--- src/rtl/vga_sync_gen.sv ---
// 640x480@60 pixel timing: clock-enable divider, h/v counters and
// registered, mutually aligned sync/active/strobe outputs.
module vga_sync_gen #(
    parameter int   CLK_DIV  = 4,
    parameter int   H_ACTIVE = 640,
    parameter int   H_FP     = 16,
    parameter int   H_SYNC   = 96,
    parameter int   H_BP     = 48,
    parameter int   V_ACTIVE = 480,
    parameter int   V_FP     = 10,
    parameter int   V_SYNC   = 2,
    parameter int   V_BP     = 33,
    parameter logic HS_POL   = 1'b0,
    parameter logic VS_POL   = 1'b0
) (
    input  logic        clk,
    input  logic        rst,
    output logic        pix_en,
    output logic [10:0] h_pixel,
    output logic [9:0]  v_pixel,
    output logic        hsync,
    output logic        vsync,
    output logic        active,
    output logic        line_start,
    output logic        frame_start
);

    localparam int H_TOTAL = H_ACTIVE + H_FP + H_SYNC + H_BP;
    localparam int V_TOTAL = V_ACTIVE + V_FP + V_SYNC + V_BP;
    localparam int DIV_W   = (CLK_DIV > 1) ? $clog2(CLK_DIV) : 1;

    localparam logic [DIV_W-1:0] DIV_MAX = DIV_W'(CLK_DIV - 1);

    localparam logic [10:0] H_LAST = 11'(H_TOTAL - 1);
    localparam logic [10:0] H_ACT  = 11'(H_ACTIVE);
    localparam logic [10:0] HS_BEG = 11'(H_ACTIVE + H_FP);
    localparam logic [10:0] HS_END = 11'(H_ACTIVE + H_FP + H_SYNC - 1);

    localparam logic [9:0] V_LAST = 10'(V_TOTAL - 1);
    localparam logic [9:0] V_ACT  = 10'(V_ACTIVE);
    localparam logic [9:0] VS_BEG = 10'(V_ACTIVE + V_FP);
    localparam logic [9:0] VS_END = 10'(V_ACTIVE + V_FP + V_SYNC - 1);

    logic [DIV_W-1:0] div;
    logic             tick;
    logic [10:0]      h_next;
    logic [9:0]       v_next;

    assign tick   = (div == DIV_MAX);
    // Gated by rst so a held reset never shows a pixel strobe (CLK_DIV=1)
    assign pix_en = tick & ~rst;

    always_ff @(posedge clk) begin
        if (rst) begin
            div <= '0;
        end else if (tick) begin
            div <= '0;
        end else begin
            div <= div + 1'b1;
        end
    end

    always_comb begin
        h_next = h_pixel + 11'd1;
        v_next = v_pixel;
        if (h_pixel == H_LAST) begin
            h_next = '0;
            v_next = (v_pixel == V_LAST) ? '0 : v_pixel + 10'd1;
        end
    end

    // Everything decodes from the next position so all outputs share one edge
    always_ff @(posedge clk) begin
        if (rst) begin
            h_pixel     <= H_LAST;
            v_pixel     <= V_LAST;
            hsync       <= ~HS_POL;
            vsync       <= ~VS_POL;
            active      <= 1'b0;
            line_start  <= 1'b0;
            frame_start <= 1'b0;
        end else begin
            line_start  <= 1'b0;
            frame_start <= 1'b0;
            if (tick) begin
                h_pixel     <= h_next;
                v_pixel     <= v_next;
                hsync       <= (h_next >= HS_BEG && h_next <= HS_END)
                               ? HS_POL : ~HS_POL;
                vsync       <= (v_next >= VS_BEG && v_next <= VS_END)
                               ? VS_POL : ~VS_POL;
                active      <= (h_next < H_ACT) && (v_next < V_ACT);
                line_start  <= (h_next == '0);
                frame_start <= (h_next == '0) && (v_next == '0);
            end
        end
    end

endmodule

--- config.mk ---
export PLATFORM = sky130hd
export DESIGN_NAME = vga_sync_gen
export DESIGN_NICKNAME = d
export VERILOG_FILES = /design/src/rtl/vga_sync_gen.sv
export SDC_FILE = /design/constraint.sdc
export NUM_CORES = 1
export LEC_CHECK = 0
export CAP_MARGIN = 10
export CORE_MARGIN = 3
export CORE_UTILIZATION = 50
export CTS_CLUSTER_SIZE = 40
export DETAILED_ROUTE_END_ITERATION = 16
export HOLD_SLACK_MARGIN = 0.08
export PLACE_DENSITY = 0.74
export SETUP_SLACK_MARGIN = 0.1
export SKIP_CTS_REPAIR_TIMING = 1
export SLEW_MARGIN = 40
export SYNTH_ARGS = -nofsm -noshare
export SYNTH_HDL_FRONTEND = slang
export SYNTH_SLANG_ARGS = --single-unit
--- constraint.sdc ---
create_clock -name clk -period 2.9 [get_ports clk]
set_clock_uncertainty 0.05 [all_clocks]
set_input_delay 0.435 -clock clk [delete_from_list [all_inputs] [get_ports clk]]
set_output_delay 0.435 -clock clk [all_outputs]
set_load 0.01 [all_outputs]
---- Word-level counts from Yosys, hierarchy flattened ----
Cells that the tools add are included.
cells by class
  mux-type cells .......................... 5
  reductions and logical operators ........ 8
  equality and inequality tests ........... 3
  $add $sub $neg .......................... 3
  order comparisons ....................... 6
  bitwise logic cells ..................... 3
  $mul .................................... 0
  shift operators ......................... 0
  div/mod/pow operators ................... 0
operator list
  kind                     count
  $mux W10                 2
  $add A11 B1 Y11 const B  1
  $eq A11 B10 Y1 const B   1
  $ge A11 B10 Y1 const B   1
  $le A11 B10 Y1 const B   1
  $logic_not A11 Y1        1
  $lt A11 B10 Y1 const B   1
  $mux W11                 1
  $add A10 B1 Y10 const B  1
  $eq A10 B10 Y1 const B   1
  $ge A10 B9 Y1 const B    1
  $le A10 B9 Y1 const B    1
  $logic_not A10 Y1        1
  $lt A10 B9 Y1 const B    1
  $logic_and A1 B1 Y1      4
  $reduce_or A2 Y1         2
  $add A2 B1 Y2 const B    1
  $eq A2 B2 Y1 const B     1
  $mux W1                  2
  $not A1 Y1               2
  $and A1 B1 Y1            1
word-level totals
  ROM bits ................................ 0
  RAM bits ................................ 0
  memories kept ........................... 0
  flip-flop bits (word level) ............. 28
  input port bits ......................... 2
  latch bits .............................. 0

---- Depth between registers and ports, before layout ----
  word-level depth ........................ 6
  mapped depth ............................ 9

---- Worst setup path before layout ----
No wires, ideal clock.
  kind .................................... flip-flop to flip-flop
  from .................................... register h_pixel[1]
  to ...................................... register frame_start
  library setup time ...................... 0.088 ns
  slack ................................... 0.398 ns
  arrival time ............................ 2.364 ns
  stages on the path, launching flop included .. 10
  data required time ...................... 2.762 ns
  path buffers ............................ 2
  path through ............................ dfxtp_1 ha_1 clkbuf_1 nand4_2 or3_4 buf_6 nor2_4 xnor2_1 nand4_1 nor4_2
on the way
  word-level cells in the longest chain between the ends .. 4
  elaborated cells on any way between the ends .. 7
  those cells by class .................... 1 x add/sub; 1 x eq/ne; 2 x mux; 3 x reduce/logical
RTL lines
  item                                                    RTL line  RTL
  start: declaration                                      19        output logic [10:0] h_pixel,
  start signal: assignment                                86        h_pixel <= h_next;
  $add A11 B1 Y11 or $eq A11 B10 Y1 (tied branches)       64, 66
  $mux W11 or $mux W10 (tied branches)                    66        if (h_pixel == H_LAST) begin
  $logic_not A11 Y1 or $logic_not A10 Y1 (tied branches)  94        frame_start <= (h_next == '0) && (v_next == '0);
  $logic_and A1 B1 Y1 (*)                                 94
  end signal: assignment                                  94
  end: declaration                                        25        output logic frame_start
Every way passes the cells marked *; elsewhere a longest branch is shown, timed or not.
A chain may end at the register's enable or synchronous reset.

---- Final worst setup path ----
Ends and elaborated chain as after synthesis.

==> impl_metrics.yaml <==
flow_run:
  max_cap_violations: 0
synthesis:
  synthTopCellsByArea: "dfxtp_1 (28%), nor2_1 (5.1%), xor2_1 (4.8%), nand2_1 (4.7%), a21oi_1 (4.5%)"
  yosys-top-cells-count: "dfxtp_1 (28), nor2_1 (27), nand2_1 (25)"
  async_flop_share_pct: 0
  synth.most_common_cell: "dfxtp_1"
  ys_types: 58
  synthCells: 255
  synth-main-ff-cell: "dfxtp_1"
  synth_edf_count: 0
  ys_warn_count: 0
  yosys.area.top_type: "dfxtp_1"
  syn_area_um2: 1990
  ys_seq_area_share_pct: 28.1
  avgSynthCellArea_um2: 7.81
  synth-seq-cells: 28
  yosysTopAreaCellShare_pct: 28.1
  syn_nets: 262
place:
  dp_cells: 319
  dp_hpwl_um: 3570
  globalplace.congestion: 0.925
  io_buffers: 28
power:
  p_sw_share_pct: 34.8
  clkPwrFrac_pct: 22.3
  p_int_mw: 0.694
  power.density_nw_per_um2: 453
  ir_drop_v: 0.000323
  power_leakage_nw: 0.890
  p_switching_mw: 0.371
  finalPower_mw: 1.06
  power_frac_seq_pct: 40.5
  comb_power_share_pct: 37.2
global_route:
  antenna_found_initial: 0
  grt_max_degree: 27
  grt_pass1_vias: 1716
  grt_pass1_wl_um: 8370
  track_usage_pct: 20.7
  grt_overflow_total: 0
drt:
  vias: 1936
  routedWlPerCell_um: 14.9
  drtIter0Drc: 151
  drt_wl_total_um: 4860
  drt_pass1_iterations: 4
  drc: 0
  via_per_inst: 5.96
  drt.antenna.violating_nets: 0
critical_path:
  crit_fanout: 11
  worstPathArrival_ps: 2690
  path_class: "reg2reg"
  required_ps: 3030
  start_kind: "flop"
  worst_setup_path_end_kind: "flop"
sta:
  maxSlewHeadroom_pct: 68.7
  finalHoldViolations: 0
  setup_tns_ps: 0
  hold_ws_ps: 385
  fmax_mhz: 392
  fin_crit_sh_pct: 88.0
  worst_pin_slew_ps: 469
  grt_setup_unrepaired: "no"
  period_needed_ps: 2550
  setup_violations: 0
  slew_violations: 0
final_layout:
  diodes: 0
  drive_gt1_share_pct: 11.2
  nNetsFinal: 285
  fin_util_pct: 62.8
  fin_cells: 325
  fill_cells: 364
  syn_to_final_growth_pct: 18.0
clock_network:
  cts_tree: "built"
  cts.sinks: 28
  clock_latency_ps: 270
  htree_levels: 1
  cts_buffers: 3
  root_buffer: "clkbuf_8"
  clock_path_buffers: 2
  cts.reportedPaths.clkPinSlew_ps: 90
floorplan:
  num_io_pins: 29
  start_util_pct: 53.2
  coreArea_um2: 3740
  die_w_um: 69.1
  num_rows: 22
  dieHeight_um: 69.1
  dieArea_um2: 4780
status:
  status: "finished clean"
worst_hold_path:
  hp-class: "reg2reg"
-- metrics by stage --
stage / cell area (um2) / worst slack (ps)
floorplan: 1990 / 398
global placement: 2280 / 379
detailed placement: 2280 / 256
CTS: 2330 / 230
global route: 2350 / 110
finish: 2350 / 347
-- cell families after synthesis --
kind of cell             Yosys count  synth area share [%]
AND/OR/NAND/NOR                  116                  34.1
AO/OA/AOI/OAI                     62                  20.6
flip-flops                        28                  28.1
buffers and inverters             29                  7.41
adder cells (fa/ha/maj)            5                  3.14
XOR/XNOR                          15                  6.60
-- worst max-delay path, cell delays in order, from the launching register on --
cell and delay [ps]:
dfxtp_1 460, ha_2 320, nand4_2 290, or3_4 570
nor2_4 140, xnor2_1 200, nand4_1 150, nor4_2 280
-- per-layer routing --
metal,share of wire [%],wire (um),global-route usage (%),vias to the layer above
li1,-,-,-,971
met1,50,2410,31.0,905
met2,43,2100,30.0,56
met3,6.0,290,5.10,4
met4,1.1,51,4.12,0
met5,0,0,0,-
-- worst paths after layout --
kind                                 end  depth (start not counted)  slack (ps)               startpoint
setup reg to reg  frame_start$_SDFF_PN0_                          7         350  h_pixel[1]$_SDFFE_PP1N_
hold / removal         div[0]$_SDFF_PP0_                          1         380        div[0]$_SDFF_PP0_
hold reg to reg        div[0]$_SDFF_PP0_                          1         380        div[0]$_SDFF_PP0_
setup / recovery  frame_start$_SDFF_PN0_                          7         350  h_pixel[1]$_SDFFE_PP1N_
-- power by group through the flow --
stage          registers [mW]  clock network (mW)  logic [mW]
3_5_place_dp            0.440                   0       0.370
4_1_cts                 0.431               0.247       0.373
6_report                0.431               0.238       0.396
3_3_place_gp            0.439                   0       0.368
5_1_grt                 0.436               0.259       0.436
2_1_floorplan           0.430                   0       0.305
-- flip-flops by register name, summed over array words and instances, names as in the netlist --
name	flops
active	1
div	2
frame_start	1
h_pixel	11
hsync	1
line_start	1
v_pixel	10
vsync	1
-- cells in the final DEF (no fill, tap or decap), drive strengths merged, types with 3 or more instances in the layout --
master / instances
nor2: 29
dfxtp: 28
clkdlybuf4s50: 28
nand2: 25
a21oi: 18
o21ai: 17
xor2: 11
nand3: 11
nand4: 11
buf: 10
inv: 9
nor3: 8
or3: 5
ha: 5
xnor2: 4
nor2b: 4
clkbuf: 4
nor4: 4
and2: 3
and3: 3
a31oi: 3
o31ai: 3
-- layout make-up --
class | count | area, um2 | area share, %
Multi-Input combinational cell | 198 | 1290 | 54.7
Tap cell | 48 | 60.1 | 2.55
Sequential cell | 28 | 561 | 23.8
Clock buffer | 4 | 55.1 | 2.34
Inverter | 9 | 33.8 | 1.44
Timing Repair Buffer | 38 | 355 | 15.1
(Power assumes the default switching activity.)
